--- config.mk ---
export PLATFORM = sky130hd
export DESIGN_NAME = fsm_ctrl_multi_flat
export DESIGN_NICKNAME = d
export VERILOG_FILES = /design/src/rtl/fsm_ctrl_multi_pkg.sv /design/src/rtl/fsm_ctrl_multi_if.sv /design/src/rtl/fsm_ctrl_multi_chan.sv /design/src/rtl/fsm_ctrl_multi.sv /design/src/flat_wrapper.sv
export SDC_FILE = /design/constraint.sdc
export NUM_CORES = 1
export LEC_CHECK = 0
export BUFFER_PORTS_ARGS = -buffer_cell sky130_fd_sc_hd__clkbuf_2
export CAP_MARGIN = 10
export CORE_ASPECT_RATIO = 1.75
export CORE_MARGIN = 4
export CORE_UTILIZATION = 55
export CTS_BUF_LIST = sky130_fd_sc_hd__clkbuf_8
export DETAILED_ROUTE_END_ITERATION = 7
export PLACE_DENSITY = 0.77
export SYNTH_ARGS = -nofsm -noshare
export SYNTH_HDL_FRONTEND = slang
export SYNTH_SLANG_ARGS = --single-unit
--- constraint.sdc ---
create_clock -name clk -period 2.4 [get_ports clk]
set_clock_uncertainty 0.2 [all_clocks]
set_input_delay 0.36 -clock clk [delete_from_list [all_inputs] [get_ports clk]]
set_output_delay 0.36 -clock clk [all_outputs]
set_load 0.03 [all_outputs]
--- src/rtl/fsm_ctrl_multi_pkg.sv ---
// Shared definitions for the multi-channel appliance-cycle controller:
// state codes, the state type and the RUN dwell helper.
package fsm_ctrl_pkg;

    typedef logic [2:0] state_t;

    localparam state_t ST_IDLE  = 3'd0;
    localparam state_t ST_WAIT  = 3'd1;
    localparam state_t ST_FILL  = 3'd2;
    localparam state_t ST_RUN   = 3'd3;
    localparam state_t ST_DRAIN = 3'd4;
    localparam state_t ST_DONE  = 3'd5;

    // RUN dwell in cycles for a given program select.
    function automatic int run_dwell(input int run_base, input logic [1:0] prog);
        return run_base * (int'(prog) + 1);
    endfunction

endpackage

--- src/rtl/fsm_ctrl_multi_if.sv ---
// Control/status bundle of fsm_ctrl_multi.
//   en, start[CH], pause, prog[2]       : driven by the master (host side)
//   state[3*CH], busy, done, paused,
//   any_busy                            : driven by the slave (controller)
interface fsm_ctrl_multi_if #(
    parameter int CH = 2
);
    logic            en;
    logic [CH-1:0]   start;
    logic            pause;
    logic [1:0]      prog;
    logic [3*CH-1:0] state;
    logic [CH-1:0]   busy;
    logic [CH-1:0]   done;
    logic            paused;
    logic            any_busy;

    modport master (output en, start, pause, prog,
                    input  state, busy, done, paused, any_busy);
    modport slave  (input  en, start, pause, prog,
                    output state, busy, done, paused, any_busy);
endinterface

--- src/rtl/fsm_ctrl_multi_chan.sv ---
// One channel of the appliance-cycle controller: state register, dwell
// timer and latched program select.
//   clk, rst_n : clock, async active-low reset
//   en         : low forces IDLE and clears the timer
//   paused     : freezes the timer and blocks IDLE->WAIT
//   grant      : inlet granted, WAIT->FILL
//   start      : start request, sampled in IDLE
//   prog       : program select, latched on IDLE->WAIT
//   state      : current state code
//
// state | meaning
// ------+-------------------------------------------
// IDLE  | waiting for start
// WAIT  | waiting for the shared inlet
// FILL  | inlet owned, FILL_T cycles
// RUN   | RUN_BASE*(prog+1) cycles
// DRAIN | DRAIN_T cycles
// DONE  | one cycle, done pulse, then IDLE
// 6, 7  | illegal, back to IDLE
module fsm_ctrl_chan
    import fsm_ctrl_pkg::*;
#(
    parameter int TW       = 4,
    parameter int FILL_T   = 2,
    parameter int RUN_BASE = 3,
    parameter int DRAIN_T  = 2
) (
    input  logic       clk,
    input  logic       rst_n,
    input  logic       en,
    input  logic       paused,
    input  logic       grant,
    input  logic       start,
    input  logic [1:0] prog,
    output state_t     state
);
    localparam logic [TW-1:0] FILL_LD  = TW'(FILL_T - 1);
    localparam logic [TW-1:0] DRAIN_LD = TW'(DRAIN_T - 1);

    state_t        state_q, state_d;
    logic [TW-1:0] timer_q, timer_d;
    logic [1:0]    prog_q, prog_d;
    logic          tc;
    logic [TW-1:0] run_ld;

    assign tc     = (timer_q == '0);
    assign run_ld = TW'(run_dwell(RUN_BASE, prog_q) - 1);

    always_ff @(posedge clk or negedge rst_n) begin
        if (!rst_n) begin
            state_q <= ST_IDLE;
            timer_q <= '0;
            prog_q  <= '0;
        end else begin
            state_q <= state_d;
            timer_q <= timer_d;
            prog_q  <= prog_d;
        end
    end

    always_comb begin
        state_d = state_q;
        if (!en) begin
            state_d = ST_IDLE;
        end else begin
            case (state_q)
                ST_IDLE:  if (start && !paused) state_d = ST_WAIT;
                ST_WAIT:  if (grant)            state_d = ST_FILL;
                ST_FILL:  if (tc && !paused)    state_d = ST_RUN;
                ST_RUN:   if (tc && !paused)    state_d = ST_DRAIN;
                ST_DRAIN: if (tc && !paused)    state_d = ST_DONE;
                default:                        state_d = ST_IDLE;
            endcase
        end
    end

    // Timer loads dwell-1 on entry to each timed state and counts to zero.
    always_comb begin
        timer_d = timer_q;
        prog_d  = prog_q;
        if (!en) begin
            timer_d = '0;
        end else begin
            case (state_q)
                ST_IDLE: if (start && !paused) prog_d = prog;
                ST_WAIT: if (grant) timer_d = FILL_LD;
                ST_FILL: if (!paused) timer_d = tc ? run_ld : timer_q - 1'b1;
                ST_RUN:  if (!paused) timer_d = tc ? DRAIN_LD : timer_q - 1'b1;
                ST_DRAIN: if (!paused) timer_d = tc ? '0 : timer_q - 1'b1;
                default: timer_d = '0;
            endcase
        end
    end

    assign state = state_q;

endmodule

--- src/rtl/fsm_ctrl_multi.sv ---
// Multi-channel appliance-cycle controller top level: pause toggle,
// fixed-priority (lowest index) inlet arbiter, CH channel instances and
// status packing.
//   clk, rst_n : clock, async active-low reset
//   bus        : fsm_ctrl_multi_if slave (en, start, pause, prog in;
//                state, busy, done, paused, any_busy out)
module fsm_ctrl_multi
    import fsm_ctrl_pkg::*;
#(
    parameter int CH       = 2,
    parameter int TW       = 4,
    parameter int FILL_T   = 2,
    parameter int RUN_BASE = 3,
    parameter int DRAIN_T  = 2
) (
    input logic               clk,
    input logic               rst_n,
    fsm_ctrl_multi_if.slave   bus
);
    if (CH < 1 || CH > 8 || FILL_T < 1 || DRAIN_T < 1 ||
        RUN_BASE * 4 > (1 << TW) || FILL_T > (1 << TW) || DRAIN_T > (1 << TW))
    begin : g_param_err
        $error("fsm_ctrl_multi: parameters out of range for TW");
    end

    logic            pause_q, pause_d;
    logic            paused_q, paused_d;
    logic [CH-1:0]   grant;
    logic            fill_busy;
    logic            found;
    state_t          ch_state [CH];
    logic [3*CH-1:0] state_vec;
    logic [CH-1:0]   busy_vec;
    logic [CH-1:0]   done_vec;

    always_ff @(posedge clk or negedge rst_n) begin
        if (!rst_n) begin
            pause_q  <= 1'b0;
            paused_q <= 1'b0;
        end else begin
            pause_q  <= pause_d;
            paused_q <= paused_d;
        end
    end

    // Channels see paused_q, so a toggle and an expiry on the same edge
    // resolve against the pre-toggle value.
    always_comb begin
        pause_d  = bus.pause;
        paused_d = paused_q ^ (bus.pause & ~pause_q);
    end

    always_comb begin
        fill_busy = 1'b0;
        for (int i = 0; i < CH; i++) begin
            if (ch_state[i] == ST_FILL) fill_busy = 1'b1;
        end
    end

    always_comb begin
        grant = '0;
        found = 1'b0;
        for (int i = 0; i < CH; i++) begin
            if (ch_state[i] == ST_WAIT && !found) begin
                found    = 1'b1;
                grant[i] = !fill_busy && !paused_q;
            end
        end
    end

    for (genvar g = 0; g < CH; g++) begin : g_ch
        fsm_ctrl_chan #(
            .TW       (TW),
            .FILL_T   (FILL_T),
            .RUN_BASE (RUN_BASE),
            .DRAIN_T  (DRAIN_T)
        ) u_chan (
            .clk    (clk),
            .rst_n  (rst_n),
            .en     (bus.en),
            .paused (paused_q),
            .grant  (grant[g]),
            .start  (bus.start[g]),
            .prog   (bus.prog),
            .state  (ch_state[g])
        );
    end

    always_comb begin
        state_vec = '0;
        busy_vec  = '0;
        done_vec  = '0;
        for (int i = 0; i < CH; i++) begin
            state_vec[3*i +: 3] = ch_state[i];
            busy_vec[i] = (ch_state[i] != ST_IDLE) && (ch_state[i] != ST_DONE);
            done_vec[i] = (ch_state[i] == ST_DONE);
        end
    end

    assign bus.state    = state_vec;
    assign bus.busy     = busy_vec;
    assign bus.done     = done_vec;
    assign bus.paused   = paused_q;
    assign bus.any_busy = |busy_vec;

endmodule

--- src/flat_wrapper.sv ---
// flat-port wrapper written by rule: the top's interface ports become plain ports
module fsm_ctrl_multi_flat import fsm_ctrl_pkg::*;
#(
    parameter int CH       = 2,
    parameter int TW       = 4,
    parameter int FILL_T   = 2,
    parameter int RUN_BASE = 3,
    parameter int DRAIN_T  = 2
)
  (clk, rst_n, bus_en, bus_start, bus_pause, bus_prog, bus_state, bus_busy, bus_done, bus_paused, bus_any_busy);
  fsm_ctrl_multi_if #(.CH(CH)) bus_i ();
  input logic clk;
  input logic rst_n;
  input wire logic [$bits(bus_i.en)-1:0] bus_en;
  input wire logic [$bits(bus_i.start)-1:0] bus_start;
  input wire logic [$bits(bus_i.pause)-1:0] bus_pause;
  input wire logic [$bits(bus_i.prog)-1:0] bus_prog;
  output wire logic [$bits(bus_i.state)-1:0] bus_state;
  output wire logic [$bits(bus_i.busy)-1:0] bus_busy;
  output wire logic [$bits(bus_i.done)-1:0] bus_done;
  output wire logic [$bits(bus_i.paused)-1:0] bus_paused;
  output wire logic [$bits(bus_i.any_busy)-1:0] bus_any_busy;
  assign bus_i.en = bus_en;
  assign bus_i.start = bus_start;
  assign bus_i.pause = bus_pause;
  assign bus_i.prog = bus_prog;
  assign bus_state = bus_i.state;
  assign bus_busy = bus_i.busy;
  assign bus_done = bus_i.done;
  assign bus_paused = bus_i.paused;
  assign bus_any_busy = bus_i.any_busy;
  fsm_ctrl_multi #(.CH(CH), .TW(TW), .FILL_T(FILL_T), .RUN_BASE(RUN_BASE), .DRAIN_T(DRAIN_T)) u_core (.clk(clk), .rst_n(rst_n), .bus(bus_i));
endmodule
==> impl_metrics.env <==
export IMPL_crit_buf_inv=2
export IMPL_cp_end_kind="primary output"
export IMPL_rsz0062_at_grt="false"
export IMPL_dieArea_um2=3620
export IMPL_die_x_um=47.2
export IMPL_drt_wl_total_mm=3.22
export IMPL_setup_tns_ns=0
export IMPL_crit_fanout=9
export IMPL_p_leak_nw=0.699
export IMPL_synth_area_top_cells="dfrtp_1, ha_1, o21ai_0"
export IMPL_vias_per_cell=5.98
export IMPL_cts_resized=0
export IMPL_overflow=0
export IMPL_layout_cells_non_filler=217
export IMPL_synth_top_area_share_pct=33.8
export IMPL_crit_type="reg2out"
export IMPL_synthToLayoutAreaGrowth_pct=11.8
export IMPL_holdCritPathClass="in2reg"
export IMPL_worstSkewPairLatency_ns=0.26
export IMPL_clock_sinks=20
export IMPL_holdWs_ns=0.00739
export IMPL_synth_cell_types=46
export IMPL_io_pins=20
export IMPL_yosys_top_cells_count="dfrtp_1, nand2_1, nor2_1, o21ai_0, inv_1"
export IMPL_synth_most_common_cell="dfrtp_1"
export IMPL_cts_tree="built"
export IMPL_crit_chain="buf_4, xnor2_1, nand2b_1, or2_2, clkbuf_2"
export IMPL_synth_edf_count=0
export IMPL_status="completed"
export IMPL_synth_ff_type="dfrtp_1"
export IMPL_synthesis_area_um2=1480
export IMPL_finalSetupViolCount=0
export IMPL_grt_antenna_before_repair=0
export IMPL_slew_viol_final=0
export IMPL_arrival_ns=1.64
export IMPL_hold_buffers=1
export IMPL_nets=208
export IMPL_wl_per_cell_um=14.8
export IMPL_syn_area_per_cell_um2=8.61
export IMPL_cts_root_buffer="clkbuf_8"
export IMPL_synthesis_nets=188
export IMPL_finalCritPeriodShare_pct=91.9
export IMPL_dpl_worst_slack_ns=0.257
export IMPL_diodes=0
export IMPL_ys_ff_latch=20
export IMPL_path_clk_slew_ns=0.08
export IMPL_ant_nets=0
export IMPL_dp_cells=212
export IMPL_max_freq_mhz=454
export IMPL_grt_usage_pct=21.3
export IMPL_cts_made_buffers=3
export IMPL_dpl_hpwl_mm=2.46
export IMPL_drt_pass1_iterations=4
export IMPL_async_reset_ff_share_pct=100
export IMPL_power_density_nw_per_um2=1280
export IMPL_drt_iter0_drc=49
export IMPL_yosys_area_top_type="dfrtp_1"
export IMPL_post_cts_buffers=0
export IMPL_core_area_um2=2520
export IMPL_finalHoldViolCount=0
export IMPL_fin_crit_ns=2.20
export IMPL_layout_setup_ws_ns=0.195
export IMPL_cp_slowest_cell="dfrtp_1"
export IMPL_clock_path_buffers=2
export IMPL_port_buffers=19
export IMPL_grt_first_pass_wirelength_mm=5.87
export IMPL_ys_warn_count=0
export IMPL_rows=24
export IMPL_synth_seq_area_share_pct=33.8
export IMPL_tightest_slew_ns=0.517
export IMPL_critical_path_top_delay_family="flip-flops"
export IMPL_slowest_delay_ns=0.48
export IMPL_ctsHtreeMaxLevel=1
export IMPL_drive_above_1_share_pct=18.8
export IMPL_startpoint_type="flip-flop"
export IMPL_drc=0
export IMPL_start_util_pct=58.7
export IMPL_vdd_drop_max_uv=586
export IMPL_max_slew_margin_pct=65.0
export IMPL_synthesis_instances=172
export IMPL_timing_max_cap_violations=0
export IMPL_grt_pass1_vias=1385
export IMPL_die_h_um=76.7
export IMPL_gp_congestion=0.954
export IMPL_grt_max_degree=21
export IMPL_p_total_mw=2.12
export IMPL_crit_required_ns=1.84
export IMPL_num_vias=1297
==> worst reg2reg max path, delay by kind of cell (launching register included) <==
family	cells	cell delay, ns
AND/OR/NAND/NOR	3	0.89
flip-flops	1	0.54
AO/OA/AOI/OAI	2	0.43
==> kinds of logic after synthesis <==
logic type               count (synthesis)  synth area share [%]
buffers and inverters                   19                  5.24
multiplexers                             5                  3.72
AND/OR/NAND/NOR                         69                  26.8
AO/OA/AOI/OAI                           47                  21.4
flip-flops                              20                  33.8
adder cells (fa/ha/maj)                  8                  6.76
XOR/XNOR                                 4                  2.36
==> power by group <==
| group | internal, mW | switching (mW) | total [mW] |
|---|---|---|---|
| clock | 0.146 | 0.113 | 0.259 |
| sequential | 0.439 | 0.208 | 0.647 |
| combinational | 0.503 | 0.713 | 1.22 |
| total | 1.09 | 1.03 | 2.12 |
==> cell type report <==
cell class / count / area, um^2
repair buffers: 22 / 120
clock buffers: 4 / 55.1
inverters: 12 / 45.0
well taps: 26 / 32.5
multi-input cells: 133 / 903
fillers: 224 / 866
flip-flops and latches: 20 / 500
==> per-layer routing <==
metal / vias up / global-route usage [%] / routed length, um
met2: 35 / 35.1 / 1720
met4: 0 / 11.9 / 118
met3: 12 / 3.04 / 117
met5: - / 0 / 0
met1: 609 / 24.4 / 1260
li1: 641 / - / -
==> registers in the layout, summed over array words and instances (netlist names) <==
| name | count |
|---|---|
| u_core.g_ch.u_chan.timer_q | 8 |
| u_core.g_ch.u_chan.state | 6 |
| u_core.pause_q | 1 |
| u_core.bus.paused | 1 |
| u_core.g_ch.u_chan.prog_q | 4 |
==> worst paths after layout <==
path                       slack, ns                                            to                                    startpoint  cells past startpoint
max                             0.20                                  bus_any_busy    u_core.g_ch[0].u_chan.state[2]$_DFFE_PN0P_                      5
min                            0.007                      u_core.pause_q$_DFF_PN0_                                     bus_pause                      1
max reg2reg                     0.24    u_core.g_ch[0].u_chan.state[1]$_DFFE_PN0P_    u_core.g_ch[0].u_chan.state[1]$_DFFE_PN0P_                      5
min reg2reg                     0.33  u_core.g_ch[0].u_chan.timer_q[0]$_DFFE_PN0P_  u_core.g_ch[0].u_chan.timer_q[0]$_DFFE_PN0P_                      1
max in group asynchronous       1.27  u_core.g_ch[1].u_chan.timer_q[0]$_DFFE_PN0P_                                         rst_n                      2
min in group asynchronous       0.38  u_core.g_ch[0].u_chan.timer_q[2]$_DFFE_PN0P_                                         rst_n                      2
==> metrics by stage <==
| stage | instance area, um^2 | util, % |
|---|---|---|
| 6_report | 1660 | 65.7 |
| 5_1_grt | 1660 | 65.7 |
| 3_5_place_dp | 1590 | 63.1 |
| 3_3_place_gp | 1590 | 63.1 |
| 4_1_cts | 1660 | 65.7 |
| 2_1_floorplan | 1480 | - |
==> cells in the final DEF (no fill, tap or decap), types with 2 or more instances in the layout <==
master,n
mux2_2,2
nor3b_1,2
o21a_1,3
nand3b_1,2
nor2b_1,8
o2bb2ai_1,5
a211oi_1,2
mux2_1,2
clkbuf_8,4
nor2_1,14
a21boi_0,2
clkbuf_2,19
nand3_1,3
a22o_1,2
nand2b_1,8
buf_4,2
nand2_1,15
or3b_2,2
o21ai_0,13
dfrtp_1,20
nand4_1,4
xnor2_1,4
a21oi_1,9
o21ai_1,3
ha_1,8
inv_1,12
No activity file was read; power rests on OpenSTA's default activity.
